<file path="src/rtl/regfile_writeback.sv">
// Register-file write-back arbiter: ALU results take the port, queued loads fill idle cycles.
// Optional WB_LOAD_BYPASS_EN: a load arriving to an idle port with an empty FIFO is written directly.
module regfile_writeback #(
  parameter int DEPTH = 4
) (
  input  logic       CLK,
  input  logic       areset_n,
  input  logic       alu_valid,
  input  logic [1:0] alu_sel,
  input  logic [7:0] alu_data,
  input  logic       ld_valid,
  output logic       ld_ready,
  input  logic [1:0] ld_sel,
  input  logic [7:0] ld_data,
  output logic       write_bit,
  output logic [1:0] selector_e,
  output logic [7:0] data_in,
  output logic [3:0] ld_pending
);

  localparam int AW = (DEPTH > 1) ? $clog2(DEPTH) : 1;
  localparam int CW = AW + 1;

  logic          r_valid [DEPTH];
  logic [1:0]    r_sel   [DEPTH];
  logic [7:0]    r_data  [DEPTH];
  logic [AW-1:0] r_rd_ptr;
  logic [AW-1:0] r_wr_ptr;
  logic [CW-1:0] r_count;

  logic          r_we;
  logic [1:0]    r_wsel;
  logic [7:0]    r_wdata;

  logic          w_empty;
  logic          w_full;
  logic          w_accept;
  logic          w_pop;
  logic          w_bypass;
  logic          w_conflict;
  logic          w_push;
  logic          w_we_nxt;
  logic [1:0]    w_sel_nxt;
  logic [7:0]    w_data_nxt;

  always_comb begin
    w_empty    = (r_count == '0);
    w_full     = (r_count >= CW'(DEPTH));
    ld_ready   = areset_n && !w_full;
    w_accept   = ld_valid && ld_ready;
    w_pop      = !alu_valid && !w_empty;
    w_conflict = alu_valid && (ld_sel == alu_sel);
`ifdef WB_LOAD_BYPASS_EN
    w_bypass   = w_accept && !alu_valid && w_empty;
`else
    w_bypass   = 1'b0;
`endif
    w_push     = w_accept && !w_conflict && !w_bypass;
  end

  // Squashed heads still consume a pop cycle but leave the address/data lines untouched.
  always_comb begin
    w_we_nxt   = 1'b0;
    w_sel_nxt  = r_wsel;
    w_data_nxt = r_wdata;
    if (alu_valid) begin
      w_we_nxt   = 1'b1;
      w_sel_nxt  = alu_sel;
      w_data_nxt = alu_data;
    end else if (!w_empty) begin
      if (r_valid[r_rd_ptr]) begin
        w_we_nxt   = 1'b1;
        w_sel_nxt  = r_sel[r_rd_ptr];
        w_data_nxt = r_data[r_rd_ptr];
      end
    end else if (w_bypass) begin
      w_we_nxt   = 1'b1;
      w_sel_nxt  = ld_sel;
      w_data_nxt = ld_data;
    end
  end

  always_ff @(posedge CLK) begin
    if (!areset_n) begin
      r_we    <= 1'b0;
      r_wsel  <= 2'd0;
      r_wdata <= 8'd0;
    end else begin
      r_we    <= w_we_nxt;
      r_wsel  <= w_sel_nxt;
      r_wdata <= w_data_nxt;
    end
  end

  // Pop and push never touch the same slot: that would need count 0 with a pop or count DEPTH with a push.
  always_ff @(posedge CLK) begin
    if (!areset_n) begin
      for (int i = 0; i < DEPTH; i++) r_valid[i] <= 1'b0;
      r_rd_ptr <= '0;
      r_wr_ptr <= '0;
      r_count  <= '0;
    end else begin
      if (alu_valid) begin
        for (int i = 0; i < DEPTH; i++) begin
          if (r_sel[i] == alu_sel) r_valid[i] <= 1'b0;
        end
      end
      if (w_pop) begin
        r_valid[r_rd_ptr] <= 1'b0;
        r_rd_ptr          <= r_rd_ptr + AW'(1);
      end
      if (w_push) begin
        r_valid[r_wr_ptr] <= 1'b1;
        r_wr_ptr          <= r_wr_ptr + AW'(1);
      end
      case ({w_push, w_pop})
        2'b10:   r_count <= r_count + CW'(1);
        2'b01:   r_count <= r_count - CW'(1);
        default: r_count <= r_count;
      endcase
    end
  end

  always_ff @(posedge CLK) begin
    if (w_push) begin
      r_sel[r_wr_ptr]  <= ld_sel;
      r_data[r_wr_ptr] <= ld_data;
    end
  end

  always_comb begin
    ld_pending = 4'b0000;
    for (int i = 0; i < DEPTH; i++) begin
      if (r_valid[i]) ld_pending[r_sel[i]] = 1'b1;
    end
  end

  assign write_bit  = r_we;
  assign selector_e = r_wsel;
  assign data_in    = r_wdata;

endmodule

</file>
<file path="config.mk">
export PLATFORM = sky130hd
export DESIGN_NAME = regfile_writeback
export DESIGN_NICKNAME = d
export VERILOG_FILES = /design/src/rtl/regfile_writeback.sv
export SDC_FILE = /design/constraint.sdc
export NUM_CORES = 1
export LEC_CHECK = 0
export ABC_AREA = 1
export CAP_MARGIN = 30
export CORE_ASPECT_RATIO = 0.75
export CORE_MARGIN = 4
export CORE_UTILIZATION = 40
export CTS_CLUSTER_DIAMETER = 100
export DETAILED_ROUTE_END_ITERATION = 6
export SLEW_MARGIN = 20
export SYNTH_ARGS = -nofsm -noshare
export SYNTH_HDL_FRONTEND = slang
export SYNTH_SLANG_ARGS = --single-unit
</file>
<file path="constraint.sdc">
create_clock -name CLK -period 2.7 [get_ports CLK]
set_input_delay 0.27 -clock CLK [delete_from_list [all_inputs] [get_ports CLK]]
set_output_delay 0.27 -clock CLK [all_outputs]
set_load 0.005 [all_outputs]
</file>
==> flow_summary.ini, run 1 <==
[outcome]
outcome = finished, final reports clean

[timing]
clock-skew-final_ps = 7.949
final_min_period_over_clock_period = 0.7621
worst_pin_slew_ps = 452.4
slew_viol_final = 0
setup_total_negative_slack_ps = 0
minimum_clock_period_ps = 2058
slew_headroom = 0.6981
rsz0062_at_grt = false
max_freq_mhz = 486.0
final-setup-viol-count = 0
final_report_hold_violation_count = 0

[setup_path]
worst_path_max_delay_cell = sky130_fd_sc_hd__clkdlybuf4s50_1
cp-start-kind = input port
setup.worst_path.end_class = output pin
critPathMostFrequentCell = sky130_fd_sc_hd__clkdlybuf4s50_1
critical_path_peak_fanout = 14
worstPathRequired_ps = 2430
setup.worst_path.class = in2out
cp_cell_sequence = clkdlybuf4s50_1, buf_4, inv_1, nor2_1, clkdlybuf4s50_1
maximum_cell_stage_delay_along_the_critical_path_ps = 520
timing.critical_path.max_delay_family = buffers and inverters
worst-path-buf-inv = 4
cp.arrival_ps = 1790

[final_layout]
design_area_um2 = 3751
utilization_of_the_core_after_routing = 0.5117
flow.area_growth_from_synthesis_pct = 24.35
drive_above_1_share = 0.08527
final_net_count = 416
antenna_cells_inserted = 0

[floorplanning]
fp.dieArea_um2 = 9010
placement_rows = 27
fp.coreArea_um2 = 7331
die_w_um = 108.3
starting_utilization_of_the_core_area = 0.4115
dieHeight_um = 83.21
design.portCount = 40

[synth]
post_synth_edffs = 40
syn_area_per_cell_um2 = 9.005
postSynthCellCount = 335
postSynth.topFlopCell = sky130_fd_sc_hd__edfxtp_1
ys_seq_elements = 64
post_synth_main_area_contributors = sky130_fd_sc_hd__edfxtp_1 40%, sky130_fd_sc_hd__dfxtp_1 16%, sky130_fd_sc_hd__nand2_1 8.7%
synth_top_area_cell = sky130_fd_sc_hd__edfxtp_1
ys_warn_count = 0
synthDistinctLibCells = 28
netlist_area_um2 = 3017
post-synth-top-count-cell = sky130_fd_sc_hd__nand2_1
post-synth-top-area-fraction = 0.3982
yosys-top-cells-count = 70 x sky130_fd_sc_hd__nand2_1, 58 x sky130_fd_sc_hd__nor2_1, 40 x sky130_fd_sc_hd__edfxtp_1
synth_sequential_area_ratio = 0.5574
mappedNetlistNets = 369
async_set_reset_flop_share_out_of_synthesis = 0

[cts]
cts_htree_levels = 3
cts_tree = built
cts-root-to-sink-buffers = 2
numCtsBuffers = 9
insertion_delay_ps = 330
cts-root-buf = sky130_fd_sc_hd__clkbuf_8
postCtsHoldBufs = 0
cts.reportedPaths.clkPinSlew_ps = 70
postCtsResizedCells = 0
cts.sink_count = 64
post_cts_buffers = 0

[power]
power.static_leakage_nw = 1.518
peakVddDrop_v = 0.0004252
powerDensity_nw_per_um2 = 809.7

[drt]
drt-wirelength-per-cell_um = 13.83
drtAntennaViolNets = 0
viasPerCell = 4.727
violation_count_after_the_first_detailed_route_iteration = 163
remaining_drc_errors = 0
detailed_router_iteration_count_before_antenna_repair = 4
via_count = 2307
routed_wl_um = 6751

[global_routing]
grt.overflow.total = 0
global_route_wire_length_before_repair_um = 10830
antenna_found_initial = 0
grt_start_max_net_pins = 21
track_usage = 0.1555
number_of_global_route_vias_before_repair = 2109

[placed_design]
numPortBuffers = 39
place_congestion = 0.9421
placed_cell_area_um2 = 3530
hpwlAfterDp_um = 4901

[flow_run]
cap_viol_max_count = 0

[worst_hold_path]
holdCritPathClass = reg2reg
==> sequential cells by signal (all words and copies together), names as in the netlist, named ones only <==
register	cells
r_data	32
data_in	8
r_sel	8
r_valid	4
r_count	3
r_rd_ptr	2
r_wr_ptr	2
selector_e	2
write_bit	1
==> layout make-up <==
type	count	area, µm²
clock buffers	11	141.4
clock inverters	5	80.08
fillers	718	3580
inverters	30	112.6
multi-input cells	228	1144
flip-flops and latches	64	1682
well taps	101	126.4
repair buffers	49	465.4
==> through the flow <==
step                instances  power [W]  setup slack, ps  hold slack [ps]
global placement          472   0.002145            349.6            437.4
global route              488   0.003238            444.5            480.6
finish                    488   0.003037            642.3            450.4
floorplan                 335   0.001838            780.7            368.9
detailed placement        472   0.002147            310.6            441.1
CTS                       488   0.003054            619.0            450.0
==> metal layers <==
| layer | wire length, µm | track usage | up-vias | part of all wire |
|---|---|---|---|---|
| li1 | - | - | 1213 | - |
| met1 | 3384 | 0.2305 | 1020 | 0.50 |
| met2 | 2852 | 0.2195 | 70 | 0.42 |
| met4 | 55 | 0.04817 | 0 | 0.0081 |
| met3 | 460 | 0.04118 | 4 | 0.068 |
| met5 | 0 | 0 | - | 0 |
==> power by group <==
group	switching (W)	internal, W
Sequential	0.0000866	0.00116
Combinational	0.000519	0.000361
Clock	0.000367	0.000544
Total	0.000973	0.00206
==> cells by family (layout without fill, tap and decap cells) <==
| family | Yosys count | in the layout | synth area share |
|---|---|---|---|
| buffers and inverters | 43 | 95 | 0.06345 |
| and+or+nand+nor | 165 | 165 | 0.2285 |
| AOI/OAI and AO/OA | 49 | 49 | 0.09498 |
| DFF | 64 | 64 | 0.5574 |
| adders and majority gates | 10 | 10 | 0.04397 |
| xor gates and xnor gates | 4 | 4 | 0.01162 |
==> placed cells by master, fill, tap and decap left out, types with 3 or more instances in the layout <==
master,instances
sky130_fd_sc_hd__buf_4,10
sky130_fd_sc_hd__nand4_1,8
sky130_fd_sc_hd__o211ai_1,3
sky130_fd_sc_hd__edfxtp_1,40
sky130_fd_sc_hd__inv_1,26
sky130_fd_sc_hd__nand3_1,24
sky130_fd_sc_hd__xnor2_1,3
sky130_fd_sc_hd__ha_1,9
sky130_fd_sc_hd__a21oi_1,6
sky130_fd_sc_hd__nand2_1,70
sky130_fd_sc_hd__o21bai_1,9
sky130_fd_sc_hd__o21ai_0,27
sky130_fd_sc_hd__nor2_1,58
sky130_fd_sc_hd__clkbuf_8,10
sky130_fd_sc_hd__inv_2,3
sky130_fd_sc_hd__clkdlybuf4s50_1,39
sky130_fd_sc_hd__dfxtp_1,24
==> final timing paths <==
| kind | cells after the start | startpoint | slack (ps) | endpoint |
|---|---|---|---|---|
| worst min-delay path | 1 | r_count[0] | 450 | r_count[0] |
| worst max-delay path | 5 | areset_n | 640 | ld_ready |
| worst min register to register | 1 | r_count[0] | 450 | r_count[0] |
| worst max register to register | 11 | r_count[2] | 770 | r_count[2] |
Note: power is estimated with default switching activity, not from simulation.
==> run 2: changes to the inputs <==
==> constraint.sdc (replaced) <==
create_clock -name CLK -period 1.8 [get_ports CLK]
set_input_delay 0.18 -clock CLK [delete_from_list [all_inputs] [get_ports CLK]]
set_output_delay 0.18 -clock CLK [all_outputs]
set_load 0.005 [all_outputs]
==> flow_summary.ini, run 2 (same netlist as run 1, synthesis figures left out) <==
[drt]
routed_wl_um = 7263
detailed_router_iteration_count_before_antenna_repair = 4
via_count = 2537
drt-wirelength-per-cell_um = 13.65
violation_count_after_the_first_detailed_route_iteration = 170
drtAntennaViolNets = 0
viasPerCell = 4.769
remaining_drc_errors = 0

[setup_path]
timing.critical_path.from = r_sel[1][1]
reg2reg_from = r_count[2]
critical_path_peak_fanout = 3
setup.worst_path.end_class = output pin
cp-start-kind = flop
worstPathRequired_ps = 1620
cp.arrival_ps = 1560
setup.worst_path.class = reg2out

[timing]
worst_pin_slew_ps = 290.4
minimum_clock_period_ps = 1743
final_report_hold_violation_count = 0
final_min_period_over_clock_period = 0.9681
final-setup-viol-count = 0
setup_slack_ps = 57.33
slew_viol_final = 0
clock-skew-final_ps = 7.089
max_freq_mhz = 573.8
whs_ps = 272.2
slew_headroom = 0.8056

[final_layout]
final_net_count = 460
largest-register = r_data
largest_register_ffs = 32
most_common_library_cell_in_the_layout_ignoring_fill_and_taps = sky130_fd_sc_hd__nand2_1
instances_no_fill = 532
flow.area_growth_from_synthesis_pct = 37.25
drive_above_1_share = 0.2274
layout.cells.most_common_list = 68 x sky130_fd_sc_hd__nand2_1, 58 x sky130_fd_sc_hd__nor2_1, 51 x sky130_fd_sc_hd__buf_4, 40 x sky130_fd_sc_hd__edfxtp_1, 31 x sky130_fd_sc_hd__clkdlybuf4s50_1
antenna_cells_inserted = 0

[cts]
cts.reportedPaths.clkPinSlew_ps = 70
cts_htree_levels = 3
cts_tree = built
cts-root-buf = sky130_fd_sc_hd__clkbuf_8
numCtsBuffers = 9
postCtsHoldBufs = 0
cts-root-to-sink-buffers = 2
cts.sink_count = 64
insertion_delay_ps = 340

[power]
powerDensity_nw_per_um2 = 1121
peakVddDrop_v = 0.0004833
power.static_leakage_nw = 1.795

[global_routing]
grt.overflow.total = 0
grt_start_max_net_pins = 23
antenna_found_initial = 0
global_route_wire_length_before_repair_um = 11450
track_usage = 0.1660
number_of_global_route_vias_before_repair = 2294

[placed_design]
dp_cells = 490
place_ws_ps = -442.5
hpwlAfterDp_um = 5068
place_congestion = 0.9450
numPortBuffers = 39

[floorplanning]
fp.coreArea_um2 = 7331
design.portCount = 40
die_w_um = 108.3
starting_utilization_of_the_core_area = 0.4115
placement_rows = 27
fp.dieArea_um2 = 9010
dieHeight_um = 83.21

[flow_run]
cap_viol_max_count = 0

[outcome]
outcome = finished, final reports clean

[worst_hold_path]
hp-start = ld_sel[1]
holdCritPathClass = in2reg
-- run 2: cell types whose count changed in the layout (fill, tap and decap cells not counted), sizes merged, moves of 2 or more --
cell and change:
buf +44, clkdlybuf4s50 -8, dlymetal6s2s +5, dlygate4sd2 +3, clkbuf -2, clkinv +2
-- run 2: repair_timing --
action	in CTS	in global routing
pin swaps	0	7
buffers inserted	12	14
endpoints found under the setup margin	4	5
gates resized for setup	6	24
-- run 2: final cells by class --
class                           instances  area [µm²]
Fill cell                             689        3191
Sequential cell                        64        1685
Multi-Input combinational cell        228        1186
Timing Repair Buffer                   93       833.3
Tap cell                              101       126.4
Clock buffer                            9       123.9
Inverter                               30       113.9
Clock inverter                          7       71.32
-- run 2: power breakdown --
| group | internal [W] | leakage (nW) | switching (W) |
|---|---|---|---|
| combinational | 0.000717 | 1.14 | 0.000860 |
| sequential | 0.00174 | 0.562 | 0.000120 |
| clock | 0.000638 | 0.0933 | 0.000562 |
-- run 2: path summary, 6_finish.rpt --
| kind | to | slack (ps) | depth (start not counted) |
|---|---|---|---|
| max | ld_pending[3] | 60 | 4 |
| min | r_sel[2][1] | 270 | 2 |
| min reg2reg | selector_e[1] | 510 | 2 |
| max reg2reg | r_count[2] | 100 | 10 |
-- run 2: worst max-delay path, stage by stage (launching register included) --
cell                              delay [ps]
sky130_fd_sc_hd__edfxtp_1                420
sky130_fd_sc_hd__buf_4                   170
sky130_fd_sc_hd__nand3_1                  80
sky130_fd_sc_hd__nand4_1                  90
sky130_fd_sc_hd__clkdlybuf4s50_1         460
-- run 2: layer usage --
metal | vias to the layer above | part of all wire | global-route usage
met4 | 0 | 0.018 | 0.06307
met3 | 15 | 0.069 | 0.04118
met5 | - | 0 | 0
li1 | 1303 | - | -
met2 | 73 | 0.42 | 0.2223
met1 | 1146 | 0.49 | 0.2539
-- run 2: per-stage QoR --
stage	util	TNS [ps]	total power (W)	instance area, µm²
6_report	0.5648	0	0.004641	4140
5_1_grt	0.5648	-44.24	0.005003	4140
3_5_place_dp	0.5038	-7296	0.003342	3694
4_1_cts	0.5422	0	0.004575	3975
3_3_place_gp	0.5038	-6204	0.003324	3694
2_1_floorplan	-	0	0.002760	3023
==> variant 1: new RTL, config.mk and constraints of run 2 <==
Take the reset off `r_wdata` and load it in a clocked block of its own.
--- a/src/rtl/regfile_writeback.sv
+++ b/src/rtl/regfile_writeback.sv
@@ -84,12 +84,14 @@
     if (!areset_n) begin
       r_we    <= 1'b0;
       r_wsel  <= 2'd0;
-      r_wdata <= 8'd0;
     end else begin
       r_we    <= w_we_nxt;
       r_wsel  <= w_sel_nxt;
-      r_wdata <= w_data_nxt;
     end
+  end
+
+  always_ff @(posedge CLK) begin
+    r_wdata <= w_data_nxt;
   end
 
   // Pop and push never touch the same slot: that would need count 0 with a pop or count DEPTH with a push.
Check against the original RTL: not equivalent (Yosys sat finds a counterexample within 4 cycles, from zero or initial values and one cycle with areset_n low).
==> variant 1 against run 2 <==
- global-route usage down 0.29 points
- wire length is 8.8% lower
- critical path type is now input pin to output port
- design area shrank 6.1%
- area after synthesis decreased by 1.7%
- final cell count is 13% lower
- setup slack improved by 0.086 ns
- power decreased by 3.3%
- sequential power hardly changed
- largest power group unchanged
- first-iteration DRC count decreased by 31%
- synthesized cell count is 13% lower
- sequential cell count unchanged
- fmax up 5.2%
==> variant 1: results (changes against run 2) <==
* Final nets at 395 (-14%)
* Period utilization at 0.920 (-0.0480)
* Pwr Total at 4.49 mW (-3.3%)
* Post-Synth XOR/XNOR Area at 0.0148 (+0.00316)
* Max-slew headroom at 0.693 (-0.112)
* Synth unique cells at 31 (+11%)
* Placed cells at 443 (-9.6%)
* Post-DR wirelength/cell at 14.3 µm (+4.6%)
* Placed inst area at 3600 µm² (-2.5%)
* Largest net degree at the start of global routing at 25 (+8.7%)
* Clock Skews at 0.00962 ns (+0.00253 ns)
* Post-Synth Adder-Cell Area at 0.0447 (+0.000779)
* DP Wirelength at 4800 µm (-5.2%)
* Met2 Usage GRT at 0.237 (+0.0142)
* Met3 Usage GRT at 0.0451 (+0.00389)
* Non-Filler Instances at 464 (-13%)
* Sequential-to-total area share from yosys stat at 0.594 (+0.0369)
* Part of the power in registers at 0.414 (+0.012)
* Met1 track demand over resource at 0.225 (-0.0293)
* Mean Syn Cell Area at 10.2 µm² (+13%)
* Tot GR Track Use at 0.163 (-0.00295)
* First-pass GRT wire length at 10600 µm (-7.1%)
* Outcome: completed
* Hold slack at 0.226 ns (-0.0464 ns)
* Most common library cells after synthesis: 53 x nor2_1, 48 x edfxtp_1, 34 x nand2_1, 27 x inv_1, 26 x o21ai_0
* GP Congestion at 0.844 (-11%)
* P_comb at 1.29 mW (-18%)
* P_leak at 1.56 nW (-13%)
* Sw Ratio at 0.303 (-0.0291)
* VDD IR-drop max at 0.403 mV (-17%)
## variant 1: cell count changes after synthesis, sizes merged, moves of 6 or more
cell	run 2	this run
edfxtp	40	48
o21bai	9	1
nand2	72	40
dfxtp	24	16
clkbuf	7	1
a31oi	0	8
## variant 1: routing by layer
| layer | routed length, µm | vias to the layer above |
|---|---|---|
| li1 | - | 1143 |
| met1 | 3280 | 1041 |
| met2 | 2770 | 76 |
| met3 | 434 | 12 |
| met4 | 136 | 0 |
| met5 | 0 | - |
## variant 1: logic make-up (layout without fill, tap and decap cells)
kind of cell    count (synthesis)  in the layout
fa+ha+maj                      10             10
xor+xnor                        5              5
simple gates                  121            121
flops                          64             64
buf+inv                        40            115
compound gates                 51             51
## variant 1: path summary, 6_finish.rpt
path | from | to | cells past startpoint
setup reg to reg | r_count[2]$_SDFFE_PN0P_ | r_count[2]$_SDFFE_PN0P_ | 10
hold reg to reg | selector_e[1]$_SDFFE_PN0P_ | selector_e[1]$_SDFFE_PN0P_ | 2
setup / recovery | areset_n | ld_ready | 5
hold / removal | ld_sel[0] | r_sel[3][0]$_DFFE_PP_ | 2
## variant 1: repair_timing
item | 4_1_cts | 5_1_grt
setup endpoints to repair | 5 | 2
resized for setup | 7 | 12
buffers inserted | 4 | 1
pin swaps | 0 | 2
hold endpoints to repair | 0 | 0
## variant 1: area by class of cell
type	count	area (µm²)
Clock inverter	7	96.3
Multi-Input combinational cell	187	1020
Timing Repair Buffer	70	641
Tap cell	98	123
Inverter	29	111
Sequential cell	64	1770
Clock buffer	9	124
Fill cell	632	3110
## variant 1: worst max-delay path: stages
cell	delay (ns)
clkdlybuf4s50_1	0.47
buf_4	0.18
inv_1	0.07
nor2_1	0.08
clkdlybuf4s50_1	0.50
==> variant 2: new RTL, config.mk and constraints of run 2 <==
Without the edit above. Build with the macro `WB_LOAD_BYPASS_EN` defined.
--- a/src/rtl/regfile_writeback.sv
+++ b/src/rtl/regfile_writeback.sv
@@ -1,5 +1,7 @@
 // Register-file write-back arbiter: ALU results take the port, queued loads fill idle cycles.
 // Optional WB_LOAD_BYPASS_EN: a load arriving to an idle port with an empty FIFO is written directly.
+`define WB_LOAD_BYPASS_EN
+
 module regfile_writeback #(
   parameter int DEPTH = 4
 ) (
Behaviour: not the same (a bounded check fails within 4 cycles, from zero or initial values and one cycle with areset_n low).
==> variant 2 against run 2 <==
- sequential cell count is the same
- synthesized cell count grew 28%
- design area grew 4.9%
- setup slack lost 0.030 ns
- power grew 23%
- wire length grew 22%
- area after synthesis grew 12%
- critical path type is now input pin to flip-flop
- critical endpoint is now r_count[2]$_SDFFE_PN0P_
- highest routed layer unchanged
==> variant 2: results (changes against run 2) <==
* Ys async rst share at 0 (unchanged)
* Sequential-to-total area share from yosys stat at 0.500 (-0.0578)
* Most common cell in the netlist: nand2_1
* Dominant cell type by area after synthesis: edfxtp_1
* Most common library cells after synthesis: 154 x nand2_1, 66 x inv_1, 40 x edfxtp_1, 36 x nand3_1, 28 x nor2_1
* Via count at 3000 (+18%)
* Placed inst area at 4070 µm² (+10%)
* Synth unique cells at 28 (unchanged)
* Post-DR wirelength/cell at 14.4 µm (+5.8%)
* Synth top area cells: edfxtp_1 36%, nand2_1 17%, dfxtp_1 14%
* Initial antenna violation count at 0 (unchanged)
* Dominant synthesized flop cell: edfxtp_1
* Worst-Margin Slew at 0.307 ns (+0.0169 ns)
* EDFF count, synth at 40 (unchanged)
* TritonRoute pass-1 iters at 6 (+2)
* Later-pin clock latency in the skew report at 0.35 ns
* Share of layout cells above drive strength 1 at 0.148 (-0.0797)
* Arr. time, crit path at 2.02 ns (+0.46 ns)
* Largest register FFs at 32 (unchanged)
* Inserted Diodes at 0 (unchanged)
* DP Wirelength at 6090 µm (+20%)
* CTS Buffer Depth at 2 (unchanged)
* Biggest register: r_data
* Max_cap viols at 0 (unchanged)
* CTS buffer count at 9 (unchanged)
* CTS root buf: clkbuf_8
* Net Count, Synth at 462 (+25%)
* Outcome: completed
* Syn Inst Count at 428 (+28%)
* Tot GR Track Use at 0.194 (+0.0284)
* VDD IR-drop max at 0.606 mV (+25%)
* Worst min path class: input pin to flip-flop
* Flop-to-flop setup slack at 0.03 ns (-0.07 ns)
* P_leak at 2.02 nW (+13%)
* Clock transition at path regs at 0.08 ns
* DRT iter0 DRCs at 264 (+55%)
* Ys Warns at 0 (unchanged)
* Placed cells at 587 (+20%)
* Largest net degree at the start of global routing at 22 (-4.3%)
* Max FO, Critical Path at 2 (-1)
* Fill count at 772 (+12%)
* First-pass GRT wire length at 14600 µm (+28%)
* H-tree levels at 3 (unchanged)
* Port Buffers at 39 (unchanged)
* Non-Filler Instances at 613 (+15%)
* Final nets at 537 (+17%)
* GP Congestion at 0.913 (-3.4%)
* Clock Skews at 0.00782 ns (+0.000730 ns)
[variant 2: per-layer routing]
layer | vias up | part of all wire | global-route usage
met1 | 1354 | 0.47 | 0.258
met2 | 121 | 0.44 | 0.297
met4 | 0 | 0.018 | 0.0723
met5 | - | 0 | 0
li1 | 1506 | - | -
met3 | 19 | 0.072 | 0.0632
[variant 2: cells by family after synthesis]
family                     Yosys count  share of synthesized area
and+or+nand+nor                    239                      0.300
DFF                                 64                      0.500
buffers and inverters               87                      0.107
xor gates and xnor gates             3                    0.00781
AOI/OAI and AO/OA                   25                     0.0461
adders and majority gates           10                     0.0394
[variant 2: area by class of cell]
cell class                 instances  share of cell area
sequential                        64               0.388
clock inverter                     5              0.0133
timing repair buffer              80               0.167
clock buffer                      11              0.0303
tap                              105              0.0303
inverter                          71              0.0614
multi-input combinational        277               0.310
[variant 2: stage by stage]
step / hold WS (ns) / power (mW) / setup TNS, ns / setup WS, ns / utilization
after floorplan: 0.279 / 3.52 / -0.00331 / -0.00331 / -
after global placement: 0.496 / 4.43 / -7.47 / -0.342 / 0.507
after detailed placement: 0.501 / 4.47 / -9.21 / -0.373 / 0.507
after CTS: 0.486 / 5.73 / 0 / 0.00306 / 0.539
after global routing: 0.494 / 6.21 / -0.0915 / -0.0915 / 0.541
final: 0.495 / 5.69 / 0 / 0.0274 / 0.541
[variant 2: path summary, 6_finish.rpt]
check	start	endpoint	cells after the start
min	ld_data[2]	r_data[0][2]$_DFFE_PP_	1
max reg2reg	r_count[1]$_SDFFE_PN0P_	r_count[2]$_SDFFE_PN0P_	12
max	alu_sel[0]	r_count[2]$_SDFFE_PN0P_	11
min reg2reg	selector_e[0]$_SDFFE_PN0P_	selector_e[0]$_SDFFE_PN0P_	4
[variant 2: critical path: stages]
cell,delay [ns]
clkdlybuf4s50_1,0.54
xnor2_1,0.15
nand3_2,0.12
nand2_4,0.10
ha_4,0.11
inv_1,0.05
fa_2,0.35
a21oi_2,0.11
o21ai_1,0.08
xor2_1,0.15
nor2_1,0.05
[variant 2: power by group]
| part | switching [mW] | internal, mW |
|---|---|---|
| clock network | 0.573 | 0.643 |
| registers | 0.185 | 1.82 |
| logic | 1.37 | 1.10 |
[variant 2: what timing repair did]
item	4_1_cts	5_1_grt
buffers inserted	9	1
resized for setup	7	4
endpoints found under the setup margin	4	3
pin swaps	1	1
